[src/rtl/xnor_lfsr_gen_pkg.sv]
// Shared constants and types for the XNOR LFSR pattern generator.
// Holds maximal-length tap masks for 4..16 bits and the handshake FSM states.
package lfsr_pkg;

    localparam int MIN_WIDTH = 4;
    localparam int MAX_WIDTH = 16;

    // Tap masks use bit (n-1) for polynomial term x^n.
    localparam logic [15:0] TAPS_4  = 16'h000C;
    localparam logic [15:0] TAPS_5  = 16'h0014;
    localparam logic [15:0] TAPS_6  = 16'h0030;
    localparam logic [15:0] TAPS_7  = 16'h0060;
    localparam logic [15:0] TAPS_8  = 16'h00B8;
    localparam logic [15:0] TAPS_9  = 16'h0110;
    localparam logic [15:0] TAPS_10 = 16'h0240;
    localparam logic [15:0] TAPS_11 = 16'h0500;
    localparam logic [15:0] TAPS_12 = 16'h0829;
    localparam logic [15:0] TAPS_13 = 16'h100D;
    localparam logic [15:0] TAPS_14 = 16'h2015;
    localparam logic [15:0] TAPS_15 = 16'h6000;
    localparam logic [15:0] TAPS_16 = 16'hD008;

    typedef enum logic [1:0] {
        IDLE  = 2'd0,
        RUN   = 2'd1,
        STALL = 2'd2
    } fsm_t;

    function automatic logic [15:0] tap_mask(input int width);
        logic [15:0] m;
        m = 16'h0000;
        case (width)
            4:       m = TAPS_4;
            5:       m = TAPS_5;
            6:       m = TAPS_6;
            7:       m = TAPS_7;
            8:       m = TAPS_8;
            9:       m = TAPS_9;
            10:      m = TAPS_10;
            11:      m = TAPS_11;
            12:      m = TAPS_12;
            13:      m = TAPS_13;
            14:      m = TAPS_14;
            15:      m = TAPS_15;
            16:      m = TAPS_16;
            default: m = 16'h0000;
        endcase
        return m;
    endfunction

endpackage

[src/rtl/xnor_lfsr_gen_step.sv]
// Combinational next-state function of a Fibonacci LFSR with XNOR feedback.
// Ports: cur (present state) -> nxt (state after one advance).
module lfsr_xnor_step
    import lfsr_pkg::*;
#(
    parameter int               WIDTH = 8,
    parameter logic [WIDTH-1:0] TAPS  = WIDTH'(tap_mask(WIDTH))
) (
    input  logic [WIDTH-1:0] cur,
    output logic [WIDTH-1:0] nxt
);

    logic fb;

    // XNOR feedback maps all-ones onto itself, so no advance ever enters it.
    assign fb  = ~^(cur & TAPS);
    assign nxt = {cur[WIDTH-2:0], fb};

endmodule

[src/rtl/xnor_lfsr_gen.sv]
// Pseudo-random a/b stimulus source with valid/ready output handshake.
// Ports: clk, rst (async high), en, load, seed, out_ready in;
//        out_valid, a, b, state, period_done, lockup out.
module xnor_lfsr_gen
    import lfsr_pkg::*;
#(
    parameter int               WIDTH   = 8,
    parameter logic [WIDTH-1:0] TAPS    = WIDTH'(tap_mask(WIDTH)),
    parameter logic [WIDTH-1:0] RST_VAL = '0
) (
    input  logic             clk,
    input  logic             rst,
    input  logic             en,
    input  logic             load,
    input  logic [WIDTH-1:0] seed,
    input  logic             out_ready,
    output logic             out_valid,
    output logic             a,
    output logic             b,
    output logic [WIDTH-1:0] state,
    output logic             period_done,
    output logic             lockup
);

    localparam logic [WIDTH-1:0] ONES = '1;
    localparam logic [WIDTH-1:0] WRAP = WIDTH'((1 << WIDTH) - 2);

    logic [WIDTH-1:0] nxt;
    logic [WIDTH-1:0] start_q;
    logic [WIDTH-1:0] step_q;
    logic             adv;
    logic             seed_bad;
    logic             last_step;
    logic             stall_cond;
    fsm_t             fsm_q;
    fsm_t             fsm_d;

    lfsr_xnor_step #(
        .WIDTH (WIDTH),
        .TAPS  (TAPS)
    ) u_step (
        .cur (state),
        .nxt (nxt)
    );

    assign a          = state[0];
    assign b          = state[1];
    assign adv        = en & ~load & (~out_valid | out_ready);
    assign seed_bad   = (seed == ONES);
    assign last_step  = (step_q == WRAP);
    assign stall_cond = out_valid & ~out_ready;

    always_ff @(posedge clk or posedge rst) begin
        if (rst) begin
            state       <= RST_VAL;
            start_q     <= RST_VAL;
            step_q      <= '0;
            out_valid   <= 1'b0;
            period_done <= 1'b0;
            lockup      <= 1'b0;
        end else begin
            period_done <= 1'b0;
            lockup      <= 1'b0;
            if (load) begin
                out_valid <= 1'b0;
                step_q    <= '0;
                if (seed_bad) begin
                    state   <= RST_VAL;
                    start_q <= RST_VAL;
                    lockup  <= 1'b1;
                end else begin
                    state   <= seed;
                    start_q <= seed;
                end
            end else if (adv) begin
                state     <= nxt;
                out_valid <= 1'b1;
                if (last_step) begin
                    step_q      <= '0;
                    // Both agree for a maximal tap set; the compare guards bad masks.
                    period_done <= (nxt == start_q);
                end else begin
                    step_q <= step_q + WIDTH'(1);
                end
            end else if (out_ready) begin
                out_valid <= 1'b0;
            end
        end
    end

    always_ff @(posedge clk or posedge rst) begin
        if (rst) begin
            fsm_q <= IDLE;
        end else begin
            fsm_q <= fsm_d;
        end
    end

    always_comb begin
        fsm_d = fsm_q;
        if (load) begin
            fsm_d = IDLE;
        end else begin
            case (fsm_q)
                IDLE: begin
                    if (en) fsm_d = RUN;
                end
                RUN: begin
                    // A pending pattern outlives en until it is taken.
                    if (stall_cond)
                        fsm_d = STALL;
                    else if (!en)
                        fsm_d = IDLE;
                end
                STALL: begin
                    if (out_ready)
                        fsm_d = en ? RUN : IDLE;
                end
                default: fsm_d = IDLE;
            endcase
        end
    end

endmodule

[config.mk]
export PLATFORM = sky130hd
export DESIGN_NAME = xnor_lfsr_gen
export DESIGN_NICKNAME = d
export VERILOG_FILES = /design/src/rtl/xnor_lfsr_gen_pkg.sv /design/src/rtl/xnor_lfsr_gen_step.sv /design/src/rtl/xnor_lfsr_gen.sv
export SDC_FILE = /design/constraint.sdc
export NUM_CORES = 1
export LEC_CHECK = 0
export CORE_MARGIN = 1
export CORE_UTILIZATION = 30
export DETAILED_ROUTE_END_ITERATION = 8
export PLACE_DENSITY = 0.56
export SLEW_MARGIN = 15
export SYNTH_ARGS = -nofsm -noshare
export SYNTH_HDL_FRONTEND = slang
export SYNTH_SLANG_ARGS = --single-unit
[constraint.sdc]
create_clock -name clk -period 2.4 [get_ports clk]
set_clock_uncertainty 0.05 [all_clocks]
set_input_delay 0.72 -clock clk [delete_from_list [all_inputs] [get_ports clk]]
set_output_delay 0.72 -clock clk [all_outputs]
set_load 0.005 [all_outputs]
==> results of run 1 <==
-- registers in the layout, summed over array words and instances, names as in the netlist --
signal / flops
period_done: 1
start_q: 8
state: 8
step_q: 8
out_valid: 1
lockup: 1
-- worst max path at each step --
stage | from | end | cells past startpoint
floorplan | seed[6] | state[7]$_DFFE_PP0P_ | 4
global placement | seed[3] | state[7]$_DFFE_PP0P_ | 5
detailed placement | seed[6] | state[7]$_DFFE_PP0P_ | 5
CTS | state[5]$_DFFE_PP0P_ | state[5] | 1
global route | state[3]$_DFFE_PP0P_ | state[3] | 1
finish | state[5]$_DFFE_PP0P_ | state[5] | 1
-- layout make-up --
class / count / area share [%]
multi-input combinational: 97 / 35.2
tap: 52 / 3.72
clock buffer: 3 / 2.36
sequential: 27 / 38.7
inverter: 11 / 2.36
timing repair buffer: 32 / 17.3
clock inverter: 1 / 0.287
-- logic make-up after synthesis --
logic type      share of synthesized area [%]
fa+ha+maj                                1.81
flops                                    48.8
compound gates                           17.7
xor+xnor                                 6.96
buf+inv                                  6.77
simple gates                             18.0
-- cells in the final DEF (no fill, tap or decap), types with 5 or more instances in the layout --
master and count:
dfrtp_1 27, clkdlybuf4s50_1 25, a21oi_1 13, nand2_1 12, inv_1 10, o21ai_0 9
nor2_1 7, xnor2_1 7, buf_4 7, nor3_1 5
-- through the flow --
| step | worst slack (ps) | total power (W) |
|---|---|---|
| 6_report | 357 | 0.00102 |
| 5_1_grt | 301 | 0.00108 |
| 4_1_cts | 347 | 0.00103 |
| 3_5_place_dp | 144 | 0.000771 |
| 3_3_place_gp | 141 | 0.000768 |
| 2_1_floorplan | 728 | 0.000659 |
-- where the power goes --
| group | leakage (nW) | total, W | internal, W | switching, W |
|---|---|---|---|---|
| clock | 0.0255 | 0.000257 | 0.000116 | 0.000141 |
| combinational | 0.404 | 0.000227 | 0.000128 | 0.0000993 |
| sequential | 0.342 | 0.000532 | 0.000491 | 0.0000413 |
-- layer usage --
layer,up-vias,routed length [um]
met5,-,0
met4,0,53
met3,6,90
met2,23,1470
met1,545,1480
li1,551,-
==> flow_summary.ini, run 1 <==
[routing]
drt_first_iter_violations = 106
dr.pass1.iters = 4
vias = 1125
vias_per_cell = 5.04
drt.antenna.violating_nets = 0
wl_um = 3090
drc_errors = 0
wl_per_cell_um = 13.9

[die]
die_x_um = 69.9
start_util_pct = 31.6
ios = 26
rows = 24
fp.coreArea_sq_um = 4380
dieHeight_um = 69.9
design.die.area_sq_um = 4890

[global_route]
busiest_layer = met2
antenna_found_initial = 0
gr-total-overflow = 0
first_global_vias = 1104
grt_start_max_net_pins = 28
grt_use_met3_pct = 1.88
grt_use_met2_pct = 21.6
met1_usage_pct = 18.2
grt_pass1_wl_um = 5200
grt_util_all_layers_pct = 13.4

[clock_network]
cts_resized = 0
h-tree-depth = 1
cts-buffers-inserted = 3
clockRootBuffer = clkbuf_8
cts_setup_buffers = 0
hold_buffers = 0
worst_skew_pair.late_latency_ps = 270
clk_path_buf_depth = 2
tritoncts = yes
clock_sinks = 27
clkTransAtPathRegs_ps = 90

[logic_synthesis]
postSynthAreaPerCell_sq_um = 9.75
ys_seq_area_share_pct = 48.8
yosysMostFrequentCell = dfrtp_1
synth_top_cell_area_share_pct = 48.8
ys_types = 40
synth_nets = 157
yosysWarningCount = 0
synthArstFlopShare_pct = 100
yosys-top-cells-area = dfrtp_1 (49%), a21oi_1 (4.7%), xnor2_1 (4.4%)
synth_area_leader_cell = dfrtp_1
syn-cell-area_sq_um = 1390
synth_common_cells = dfrtp_1 (27), a21oi_1 (13), nand2_1 (12), inv_1 (10), o21ai_0 (9)
synth-seq-cells = 27
synth-main-ff-cell = dfrtp_1
synth_cells = 142
synth_edf_count = 0

[setup_path]
reg2reg_to = step_q[3]$_DFFE_PP0P_
worstPathCellList = clkdlybuf4s50_1
worstPathMaxFanout = 5
rrSetupSlack_ps = 810
cp-start-kind = flop
critPathKind = flop to output pin
slowest_delay_ps = 540
crit_arrival_ps = 1270
critPathRequiredTime_ps = 1630
path_buf_inv = 1
r2r-start = step_q[0]$_DFFE_PP0P_
critPathSlowestCell = clkdlybuf4s50_1
path_delay_family = buffers and inverters
cp-end-kind = output pin
r2r_cells = 6

[placed_design]
gp_congestion = 0.818
post_dp_cell_area_sq_um = 1700
io_buffers = 25
dpl.cell_count = 219
dp.final_hpwl_um = 2360

[sta]
setup_viol = 0
finalMaxSlewViolations = 0
hold_slack_ps = 465
hold_viol = 0
timing.fmax_mhz = 490
period_share_pct = 85.1
setup-tns-final_ps = 0
max-slew-margin-rel_pct = 76.8
fin_crit_ps = 2040
rsz0062_at_grt = no
max_slew.worst_pin.slew_ps = 344

[outcome]
status = completed

[worst_hold_path]
min_to = start_q[7]$_DFFE_PP0P_
min_delay_path_depth = 1
hp-class = flop to flop
hp-start = start_q[7]$_DFFE_PP0P_

[power]
power.density_nw_per_um2 = 582
ir_drop_uv = 200
leakagePower_nw = 0.772

[layout]
antennaDiodeCount = 0
multiInputGateArea_sq_um = 616
seq_area_sq_um = 676
drive_above_1_share_pct = 11.1
nets = 187
num-fill-cells = 437
instances_no_fill = 223
syn2layout_area_growth_pct = 26.1
finish.instance_area_sq_um = 1750
final_core_util_pct = 39.8

[run]
max_cap_viol_count = 0
Power figures use the tool's default switching activity.
==> run 2: changes to the inputs <==
--- a/config.mk
+++ b/config.mk
@@ -5,11 +5,13 @@
 export SDC_FILE = /design/constraint.sdc
 export NUM_CORES = 1
 export LEC_CHECK = 0
+export CORE_ASPECT_RATIO = 0.6
 export CORE_MARGIN = 1
-export CORE_UTILIZATION = 30
+export CORE_UTILIZATION = 55
 export DETAILED_ROUTE_END_ITERATION = 8
-export PLACE_DENSITY = 0.56
+export PLACE_DENSITY = 0.88
 export SLEW_MARGIN = 15
 export SYNTH_ARGS = -nofsm -noshare
 export SYNTH_HDL_FRONTEND = slang
+export SYNTH_HIERARCHICAL = 1
 export SYNTH_SLANG_ARGS = --single-unit
==> flow_summary.ini, run 2 <==
[die]
fp.coreArea_sq_um = 2310
design.die.area_sq_um = 2830
ios = 26
rows = 13
die_x_um = 68.0
start_util_pct = 62.3
dieHeight_um = 41.6

[logic_synthesis]
synthArstFlopShare_pct = 100
yosysMostFrequentCell = dfrtp_1
synth-main-ff-cell = dfrtp_1
synth_top_cell_area_share_pct = 47.0
synth_common_cells = dfrtp_1 (27), a21oi_1 (17), nand2_1 (17), buf_4 (11)
synth_edf_count = 0
postSynthAreaPerCell_sq_um = 9.53
synth_area_leader_cell = dfrtp_1
synthXorXnorAreaFrac_pct = 7.30
synthAdderAreaFrac_pct = 1.74
synth-compound-area-share_pct = 17.6
ys_seq_area_share_pct = 47.0
syn-cell-area_sq_um = 1440
synth-seq-cells = 27
yosysWarningCount = 6
synth_top_family_by_area = compound AO/OA/AOI/OAI gates
yosys-top-cells-area = dfrtp_1 (47%), a21oi_1 (5.9%), buf_4 (5.7%)
ys_types = 35
synth_nets = 166
synthMuxAreaShare_pct = 0
synth_cells = 151
synth-simple-area-share_pct = 17.1

[setup_path]
path_buf_inv = 1
crit_start = state[5]$_DFFE_PP0P_
crit_cells = 1
reg2reg_to = period_done$_DFF_PP0_
cp-end-kind = output pin
r2r-start = state[5]$_DFFE_PP0P_
critPathKind = flop to output pin
r2r_cells = 5
slowest_delay_ps = 550
critPathRequiredTime_ps = 1630
worstPathCellList = clkdlybuf4s50_1
worstPathMaxFanout = 5
path_delay_family = buffers and inverters
cp-start-kind = flop
rrSetupSlack_ps = 880
crit_arrival_ps = 1320
endpoint = state[5]
critPathSlowestCell = clkdlybuf4s50_1

[routing]
vias = 1204
drc_errors = 0
wl_um = 3330
wl_per_cell_um = 16.6
drt.antenna.violating_nets = 0
vias_per_cell = 5.99
drt_first_iter_violations = 77
dr.pass1.iters = 5

[sta]
hold_viol = 0
fin_crit_ps = 2090
max_slew.worst_pin.slew_ps = 516
timing.fmax_mhz = 478
rsz0062_at_grt = no
period_share_pct = 87.1
setup-tns-final_ps = 0
setup_viol = 0
max-slew-margin-rel_pct = 65.6
finalMaxSlewViolations = 0
setup_slack_ps = 309

[global_route]
grt_util_all_layers_pct = 27.0
antenna_found_initial = 0
grt_pass1_wl_um = 5450
grt_start_max_net_pins = 28
first_global_vias = 1119
gr-total-overflow = 0

[layout]
seq_area_sq_um = 676
most-common-layout-cells = dfrtp_1 (27), clkdlybuf4s50_1 (25), nand2_1 (17), a21oi_1 (17)
antennaDiodeCount = 0
drive_above_1_share_pct = 11.7
multiInputGateArea_sq_um = 629
reg.largest.list = start_q x8, state x8, step_q x8
layout_commonest_cell = dfrtp_1
nets = 187
num-fill-cells = 168
syn2layout_area_growth_pct = 18.9

[clock_network]
clock_sinks = 27
worst_skew_pair.late_latency_ps = 290
cts_setup_buffers = 0
clkTransAtPathRegs_ps = 100
hold_buffers = 0
tritoncts = yes
cts-buffers-inserted = 3
clockRootBuffer = clkbuf_8
clk_path_buf_depth = 2
h-tree-depth = 1
cts_resized = 0

[run]
max_cap_viol_count = 0

[outcome]
status = completed

[placed_design]
dp.final_hpwl_um = 2400
gp_congestion = 0.830
io_buffers = 25
place_ws_ps = 169

[power]
ir_drop_uv = 335
leakagePower_nw = 0.742
power.density_nw_per_um2 = 624

[worst_hold_path]
hp-class = flop to flop
[run 2: cell types whose count changed after synthesis, sizes merged, moves of 3 or more]
cell | before | now
buf | 4 | 13
a31oi | 0 | 6
nand2 | 12 | 17
a21oi | 14 | 18
clkbuf | 3 | 0
nor3b | 3 | 0
[run 2: layer usage]
layer	vias up	part of all wire (%)	track usage [%]
met2	68	45	39.2
met1	565	45	36.4
met4	0	4.1	14.6
met3	16	6.4	7.42
li1	555	-	-
met5	-	0	0
[run 2: worst min-delay path by stage]
| stage | start | end | slack [ps] | depth (start not counted) |
|---|---|---|---|---|
| 3_5_place_dp | start_q[7]$_DFFE_PP0P_ | start_q[7]$_DFFE_PP0P_ | 470 | 1 |
| 3_3_place_gp | step_q[6]$_DFFE_PP0P_ | step_q[6]$_DFFE_PP0P_ | 420 | 1 |
| 2_1_floorplan | step_q[6]$_DFFE_PP0P_ | step_q[6]$_DFFE_PP0P_ | 400 | 1 |
| 6_report | step_q[6]$_DFFE_PP0P_ | step_q[6]$_DFFE_PP0P_ | 480 | 1 |
| 4_1_cts | step_q[6]$_DFFE_PP0P_ | step_q[6]$_DFFE_PP0P_ | 480 | 1 |
| 5_1_grt | step_q[6]$_DFFE_PP0P_ | step_q[6]$_DFFE_PP0P_ | 490 | 1 |
[run 2: kinds of logic (layout without fill, tap and decap cells)]
group                      count (synthesis)  in the layout
and+or+nand+nor                           45             45
AOI/OAI and AO/OA                         41             41
DFF                                       27             27
buffers and inverters                     24             44
xor gates and xnor gates                  12             12
adders and majority gates                  2              2
[run 2: power breakdown]
group	switching (W)	internal (W)
clock	0.000149	0.000117
sequential	0.0000578	0.000496
combinational	0.000110	0.000137
total	0.000317	0.000750
[run 2: cell type report]
cell class                      count  area share [%]
Clock buffer                        3            2.41
Clock inverter                      1           0.293
Inverter                           11            2.41
Multi-Input combinational cell    100            36.8
Sequential cell                    27            39.5
Tap cell                           30            2.19
Timing Repair Buffer               29            16.4
[run 2: through the flow]
step | utilization, % | cell area (sq um) | power (W) | instances | hold WS (ps)
after floorplan | - | 1440 | 0.000729 | 151 | 401
after global placement | 72.0 | 1660 | 0.000792 | 197 | 420
after detailed placement | 72.0 | 1660 | 0.000804 | 197 | 466
after CTS | 74.1 | 1710 | 0.00106 | 201 | 481
after global routing | 74.1 | 1710 | 0.00111 | 201 | 491
final | 74.1 | 1710 | 0.00107 | 201 | 480
